$ cat src/rtl/i2c_pkg.sv
// Shared I2C definitions: one-hot controller states, bit-slot phases and R/W encoding.
// Also used by the secondary block, so encodings here must stay stable.
package i2c_pkg;

  localparam int unsigned I2C_STATES = 9;
  localparam int unsigned I2C_BYTES  = 2;

  typedef enum logic [I2C_STATES-1:0] {
    StIdle  = 9'b0_0000_0001,
    StStart = 9'b0_0000_0010,
    StAddr  = 9'b0_0000_0100,
    StAckA  = 9'b0_0000_1000,
    StWrite = 9'b0_0001_0000,
    StAckW  = 9'b0_0010_0000,
    StRead  = 9'b0_0100_0000,
    StAckR  = 9'b0_1000_0000,
    StStop  = 9'b1_0000_0000
  } i2c_state_e;

  localparam logic [1:0] Q0 = 2'd0;
  localparam logic [1:0] Q1 = 2'd1;
  localparam logic [1:0] Q2 = 2'd2;
  localparam logic [1:0] Q3 = 2'd3;

  localparam logic RW_READ = 1'b1;

endpackage

$ cat src/rtl/i2c_scl_gen.sv
// Quarter-period divider and 2-bit phase counter; SCL is low in q0/q1, high in q2/q3.
// Counters sit at zero while not running so every transfer starts on a clean q0.
module i2c_scl_gen
  import i2c_pkg::*;
#(
  parameter int unsigned QUARTER = 1
) (
  input  logic       i_clk,
  input  logic       i_rst_n,
  input  logic       i_run,
  output logic [1:0] o_phase,
  output logic       o_adv,
  output logic       o_scl
);

  localparam int unsigned CntW = (QUARTER > 1) ? $clog2(QUARTER) : 1;

  logic [CntW-1:0] r_qcnt;
  logic [1:0]      r_phase;

  assign o_adv   = i_run && (r_qcnt == CntW'(QUARTER - 1));
  assign o_phase = r_phase;
  assign o_scl   = !i_run || r_phase[1];

  always_ff @(posedge i_clk or negedge i_rst_n) begin
    if (!i_rst_n) begin
      r_qcnt  <= '0;
      r_phase <= Q0;
    end else if (!i_run) begin
      r_qcnt  <= '0;
      r_phase <= Q0;
    end else if (o_adv) begin
      r_qcnt  <= '0;
      r_phase <= r_phase + 2'd1;
    end else begin
      r_qcnt  <= r_qcnt + 1'b1;
    end
  end

endmodule

$ cat src/rtl/i2c_primary.sv
// I2C primary: START, 7-bit address + R/W, two data bytes written or read, STOP.
// Reads ACK the high byte and NACK the low byte; RD_DATA updates only on a clean read.
module i2c_primary
  import i2c_pkg::*;
#(
  parameter int unsigned QUARTER = 1
) (
  input  logic        i_clk,
  input  logic        i_rst_n,
  input  logic        i_start_stb,
  input  logic        i_rnw,
  input  logic [6:0]  i_i2c_addr,
  input  logic [15:0] i_wr_data,
  input  logic        i_sda_in,
  output logic        o_scl,
  output logic        o_sda_out,
  output logic        o_sda_oe,
  output logic [15:0] o_rd_data,
  output logic        o_busy,
  output logic        o_done,
  output logic        o_nack
);

  localparam logic LastByte = 1'(I2C_BYTES - 1);

  i2c_state_e  r_state, w_state_nxt;
  logic [7:0]  r_addr_rnw, w_addr_rnw_nxt;
  logic [15:0] r_wr_data, w_wr_data_nxt;
  logic [15:0] r_rx, w_rx_nxt;
  logic [15:0] r_rd_data, w_rd_data_nxt;
  logic [2:0]  r_bit_idx, w_bit_idx_nxt;
  logic        r_byte, w_byte_nxt;
  logic        r_ack, w_ack_nxt;
  logic        r_nack, w_nack_nxt;
  logic        r_done, w_done_nxt;

  logic       w_busy, w_adv, w_scl_base, w_sample, w_slot_end, w_tx_bit;
  logic       w_scl, w_sda, w_oe;
  logic [1:0] w_phase;

  assign w_busy = (r_state != StIdle);

  i2c_scl_gen #(
    .QUARTER (QUARTER)
  ) u_scl_gen (
    .i_clk   (i_clk),
    .i_rst_n (i_rst_n),
    .i_run   (w_busy),
    .o_phase (w_phase),
    .o_adv   (w_adv),
    .o_scl   (w_scl_base)
  );

  assign w_sample   = w_adv && (w_phase == Q2);
  assign w_slot_end = w_adv && (w_phase == Q3);
  assign w_tx_bit   = (r_state == StAddr)   ? r_addr_rnw[r_bit_idx] :
                      (r_byte == LastByte) ? r_wr_data[r_bit_idx]  :
                                             r_wr_data[{1'b1, r_bit_idx}];

  always_comb begin
    w_state_nxt    = r_state;
    w_addr_rnw_nxt = r_addr_rnw;
    w_wr_data_nxt  = r_wr_data;
    w_rx_nxt       = r_rx;
    w_rd_data_nxt  = r_rd_data;
    w_bit_idx_nxt  = r_bit_idx;
    w_byte_nxt     = r_byte;
    w_ack_nxt      = r_ack;
    w_nack_nxt     = r_nack;
    w_done_nxt     = 1'b0;
    unique case (r_state)
      StIdle: begin
        if (i_start_stb) begin
          w_state_nxt    = StStart;
          w_addr_rnw_nxt = {i_i2c_addr, i_rnw};
          w_wr_data_nxt  = i_wr_data;
          w_nack_nxt     = 1'b0;
          w_bit_idx_nxt  = 3'd7;
          w_byte_nxt     = 1'b0;
        end
      end
      StStart: if (w_slot_end) w_state_nxt = StAddr;
      StAddr, StWrite: begin
        if (w_slot_end) begin
          w_bit_idx_nxt = r_bit_idx - 3'd1;
          if (r_bit_idx == 3'd0) w_state_nxt = (r_state == StAddr) ? StAckA : StAckW;
        end
      end
      StAckA, StAckW: begin
        if (w_sample) w_ack_nxt = i_sda_in;
        if (w_slot_end) begin
          if (r_ack) begin
            w_nack_nxt  = 1'b1;
            w_state_nxt = StStop;
          end else if (r_state == StAckA) begin
            w_state_nxt = (r_addr_rnw[0] == RW_READ) ? StRead : StWrite;
          end else if (r_byte == LastByte) begin
            w_state_nxt = StStop;
          end else begin
            w_byte_nxt  = LastByte;
            w_state_nxt = StWrite;
          end
        end
      end
      StRead: begin
        if (w_sample) w_rx_nxt = {r_rx[14:0], i_sda_in};
        if (w_slot_end) begin
          w_bit_idx_nxt = r_bit_idx - 3'd1;
          if (r_bit_idx == 3'd0) w_state_nxt = StAckR;
        end
      end
      StAckR: begin
        if (w_slot_end) begin
          if (r_byte == LastByte) begin
            w_state_nxt = StStop;
          end else begin
            w_byte_nxt  = LastByte;
            w_state_nxt = StRead;
          end
        end
      end
      StStop: begin
        if (w_slot_end) begin
          w_state_nxt = StIdle;
          w_done_nxt  = 1'b1;
          if ((r_addr_rnw[0] == RW_READ) && !r_nack) w_rd_data_nxt = r_rx;
        end
      end
      default: w_state_nxt = StIdle;
    endcase
  end

  // START/STOP override the slot SCL so their SDA edges land while SCL is high.
  always_comb begin
    w_scl = 1'b1;
    w_oe  = 1'b0;
    w_sda = 1'b1;
    unique case (r_state)
      StIdle: begin
      end
      StStart: begin
        w_oe  = 1'b1;
        w_sda = ~w_phase[1];
      end
      StAddr, StWrite: begin
        w_scl = w_scl_base;
        w_oe  = 1'b1;
        w_sda = w_tx_bit;
      end
      StAckA, StAckW, StRead: w_scl = w_scl_base;
      StAckR: begin
        w_scl = w_scl_base;
        w_oe  = 1'b1;
        w_sda = (r_byte == LastByte);
      end
      StStop: begin
        if (w_phase == Q0 || w_phase == Q1) begin
          w_scl = (w_phase == Q1);
          w_oe  = 1'b1;
          w_sda = 1'b0;
        end
      end
      default: begin
      end
    endcase
  end

  assign o_scl     = w_scl;
  assign o_sda_oe  = w_oe;
  assign o_sda_out = w_oe ? w_sda : 1'b1;
  assign o_rd_data = r_rd_data;
  assign o_busy    = w_busy;
  assign o_done    = r_done;
  assign o_nack    = r_nack;

  always_ff @(posedge i_clk or negedge i_rst_n) begin
    if (!i_rst_n) begin
      r_state    <= StIdle;
      r_addr_rnw <= '0;
      r_wr_data  <= '0;
      r_rx       <= '0;
      r_rd_data  <= '0;
      r_bit_idx  <= 3'd7;
      r_byte     <= 1'b0;
      r_ack      <= 1'b0;
      r_nack     <= 1'b0;
      r_done     <= 1'b0;
    end else begin
      r_state    <= w_state_nxt;
      r_addr_rnw <= w_addr_rnw_nxt;
      r_wr_data  <= w_wr_data_nxt;
      r_rx       <= w_rx_nxt;
      r_rd_data  <= w_rd_data_nxt;
      r_bit_idx  <= w_bit_idx_nxt;
      r_byte     <= w_byte_nxt;
      r_ack      <= w_ack_nxt;
      r_nack     <= w_nack_nxt;
      r_done     <= w_done_nxt;
    end
  end

endmodule

$ cat config.mk
export PLATFORM = sky130hd
export DESIGN_NAME = i2c_primary
export DESIGN_NICKNAME = d
export VERILOG_FILES = /design/src/rtl/i2c_pkg.sv /design/src/rtl/i2c_scl_gen.sv /design/src/rtl/i2c_primary.sv
export SDC_FILE = /design/constraint.sdc
export NUM_CORES = 1
export LEC_CHECK = 0
export ABC_AREA = 1
export CAP_MARGIN = 40
export CELL_PAD_IN_SITES_DETAIL_PLACEMENT = 0
export CELL_PAD_IN_SITES_GLOBAL_PLACEMENT = 1
export CORE_UTILIZATION = 45
export CTS_BUF_LIST = sky130_fd_sc_hd__clkbuf_4 sky130_fd_sc_hd__clkbuf_8
export DETAILED_ROUTE_END_ITERATION = 10
export GPL_TIMING_DRIVEN = 0
export PLACE_DENSITY_LB_ADDON = 0.05
export SLEW_MARGIN = 20
export SYNTH_ARGS = -nofsm -noshare
export SYNTH_HDL_FRONTEND = slang
export SYNTH_SLANG_ARGS = --single-unit
$ cat constraint.sdc
create_clock -name i_clk -period 4.71 [get_ports i_clk]
set_input_delay 0.471 -clock i_clk [delete_from_list [all_inputs] [get_ports i_clk]]
set_output_delay 0.471 -clock i_clk [all_outputs]
set_load 0.02 [all_outputs]
==> flow_metrics.tcl <==
set metrics [dict create \
    cellPowerDensity_nw_per_um2 549.1 \
    endpoint_kind "primary output" \
    cts_setup_buffers 0 \
    ys_seq_area_frac 0.4944 \
    synth_top_area_frac 0.4668 \
    instances_no_fill 634 \
    clkSinkCount 75 \
    final_common_cell "nand2_1" \
    mostFrequentLayoutCells "nand2_1, dfrtp_1, clkdlybuf4s50_1, inv_1, o21ai_0" \
    fmax_ghz 0.3155 \
    synth_top_family_by_area "simple AND/OR/NAND/NOR gates" \
    r2r_start "r_bit_idx[0]" \
    synth_area_per_cell_um2 8.203 \
    fp.dieH_um 93.97 \
    syn_to_final_growth_pct 23.01 \
    yosys.area.top_type "dfrtp_1" \
    synth_cell_types 35 \
    arrival_ns 2.70 \
    dr.pass1.iters 4 \
    muxShareOfSynthArea 0 \
    rsz0062_at_grt "no" \
    critical_path_required_ns 4.24 \
    cts_resized 0 \
    critPathMostFrequentCell "nand2_1" \
    period_needed_ns 3.170 \
    status "finished clean" \
    r2r_end "r_state[1]" \
    rows 33 \
    die_area_um2 8829 \
    max-vdd-ir-drop_mv 0.2408 \
    crit_chain "clkbuf_1 -> inv_1 -> nand3_1 -> nand3_1 -> nand2_1 -> inv_1 -> o21ai_1 -> nand2_1 -> nand2_1 -> nand2_1 -> nand2_1 -> clkdlybuf4s50_1" \
    ctsLongestPathBuffers 2 \
    grt_max_degree 42 \
    grtUsageTotal 0.2140 \
    routed_wl_um 8213 \
    maxCapViolCount 0 \
    postCtsHoldBufs 0 \
    numCtsBuffers 9 \
    first_global_vias 3031 \
    slew_violations 0 \
    coreArea_um2 8217 \
    yosys.area_share.simple 0.3057 \
    clk_pin_slew_ns 0.08 \
    synth_compound_area_frac 0.1022 \
    setup-violations-final 0 \
    fin_skew_ns 0.009247 \
    synth_edf_count 0 \
    synthAdderAreaFrac 0.01972 \
    drive_gt1_frac 0.1474 \
    io_pins 50 \
    async_flop_share 1.000 \
    hp-class "input pin to asynchronous set/reset pin" \
    avgViaCountPerCell 4.838 \
    startpoint_type "flip-flop" \
    drc 0 \
    power_leakage_uw 0.002244 \
    grt_first_pass_wirelength_um 14460 \
    dp_cells 619 \
    synth_xor_area_frac 0.002301 \
    finalCritPeriodShare 0.6730 \
    crit_path_max_incr_delay_ns 0.60 \
    routedWlPerCell_um 12.95 \
    cts_tree "done" \
    drt-initial-drc-count 118 \
    io_buffers 49 \
    cts-root-buf "clkbuf_8" \
    synthTopCellsByArea "dfrtp_1, nand2_1, inv_1, o21ai_0, o21ai_2" \
    antennaDiodeCount 0 \
    antenna_found_initial 0 \
    ys_warn_count 0 \
    cp_max_fo 8 \
    syn_nets 498 \
    layout.nets 559 \
    fillers 784 \
    insertion_delay_ns 0.34 \
    synthFlopType "dfrtp_1" \
    synth_area_um2 3806 \
    timing.setup.tns_ns 0 \
    critPathKind "flip-flop to primary output" \
    hpwl_um 6146 \
    cp_num_buf_inv 4 \
    num_vias 3067 \
    initial_core_util 0.4632 \
    ff2ff_path_depth 11 \
    overflow 0 \
    die-width_um 93.97 \
    path_delay_family "buffers and inverters" \
    htreeDepth 3 \
    ys_ff_latch 75 \
    slowest_stage "clkdlybuf4s50_1" \
    reg2reg_slack_ns 2.58 \
    final_hold_viol_count 0 \
    syn_inst 464 \
    gp_congestion 0.8506 \
    post-route-util 0.5698 \
    postRouteAntennaNets 0 \
]
==> power by group <==
part | internal (µW) | total, µW | leakage, µW | switching, µW
logic | 388 | 1060 | 0.00114 | 671
clock network | 352 | 599 | 0.000120 | 247
registers | 807 | 913 | 0.000979 | 106
total | 1550 | 2570 | 0.00224 | 1020
==> worst max-delay path by stage <==
stage | depth (start not counted) | start | slack, ns | end
final | 12 | r_bit_idx[1] | 1.54 | o_sda_out
after global routing | 12 | r_bit_idx[1] | 1.24 | o_sda_out
after CTS | 12 | r_bit_idx[1] | 1.53 | o_sda_out
after detailed placement | 12 | r_bit_idx[1] | 1.90 | o_sda_out
after global placement | 1 | i_rst_n | 0.47 | r_rx[7]
after floorplan | 11 | r_bit_idx[1] | 2.74 | o_sda_out
==> cells in the mapped netlist (5+ instances only) <==
master	n
dfrtp_1	71
o21ai_1	6
nand4_1	6
buf_2	5
inv_1	40
buf_6	5
ha_1	6
inv_2	6
o21ai_0	28
nand3_1	25
nor2_1	24
o21ai_2	15
nand2_2	8
nand2_1	171
==> layout make-up <==
type                    instances  area (µm²)  share of cell area
plain buffers                  16       105.1             0.02245
clock buffers                   9       123.9             0.02646
clock inverters                 6       112.6             0.02405
inverters                      47       178.9             0.03821
multi-input cells             326        1640              0.3503
flip-flops and latches         75        1882              0.4019
well taps                     105       131.4             0.02806
repair buffers                 50       508.0              0.1085
==> kinds of logic after synthesis <==
logic type,Yosys count
and+or+nand+nor,256
DFF,75
other,1
adders and majority gates,6
xor gates and xnor gates,1
buffers and inverters,63
AOI/OAI and AO/OA,62
==> worst reg2reg max path, cell delays in order, from the launching register on <==
cell	delay (ns)
dfstp_2	0.39
inv_1	0.14
buf_1	0.41
ha_1	0.23
nand2_1	0.09
nand4_1	0.10
nand2_1	0.08
nor2_2	0.19
nand2_2	0.11
buf_6	0.15
nand2_1	0.06
nand2_1	0.05
==> per-stage QoR <==
step | worst slack, ns | hold WS [ns] | area, µm² | total power (µW)
3_5_place_dp | 1.903 | 0.4555 | 4446 | 1986
3_3_place_gp | 0.4703 | 0.4565 | 4428 | 1971
6_report | 1.540 | 0.06923 | 4682 | 2571
2_1_floorplan | 2.744 | 0.1754 | 3806 | 1683
4_1_cts | 1.528 | 0.07578 | 4682 | 2591
5_1_grt | 1.244 | 0.09237 | 4682 | 2789
==> layer usage <==
layer | GRT usage | wire (µm)
met1 | 0.2966 | 4139
met2 | 0.3297 | 3647
met3 | 0.04612 | 273
met4 | 0.07564 | 152
met5 | 0 | 0
==> flip-flops by register name (all words and copies together) (netlist names) <==
| register | cells |
|---|---|
| o_rd_data | 16 |
| r_wr_data | 16 |
| u_scl_gen.o_phase | 2 |
| o_nack | 1 |
| o_done | 1 |
| r_addr_rnw | 8 |
| r_byte | 1 |
| r_state | 9 |
| r_ack | 1 |
| r_rx | 16 |
| r_bit_idx | 3 |
| u_scl_gen.r_qcnt | 1 |
Note: power is estimated with default switching activity, not from simulation.
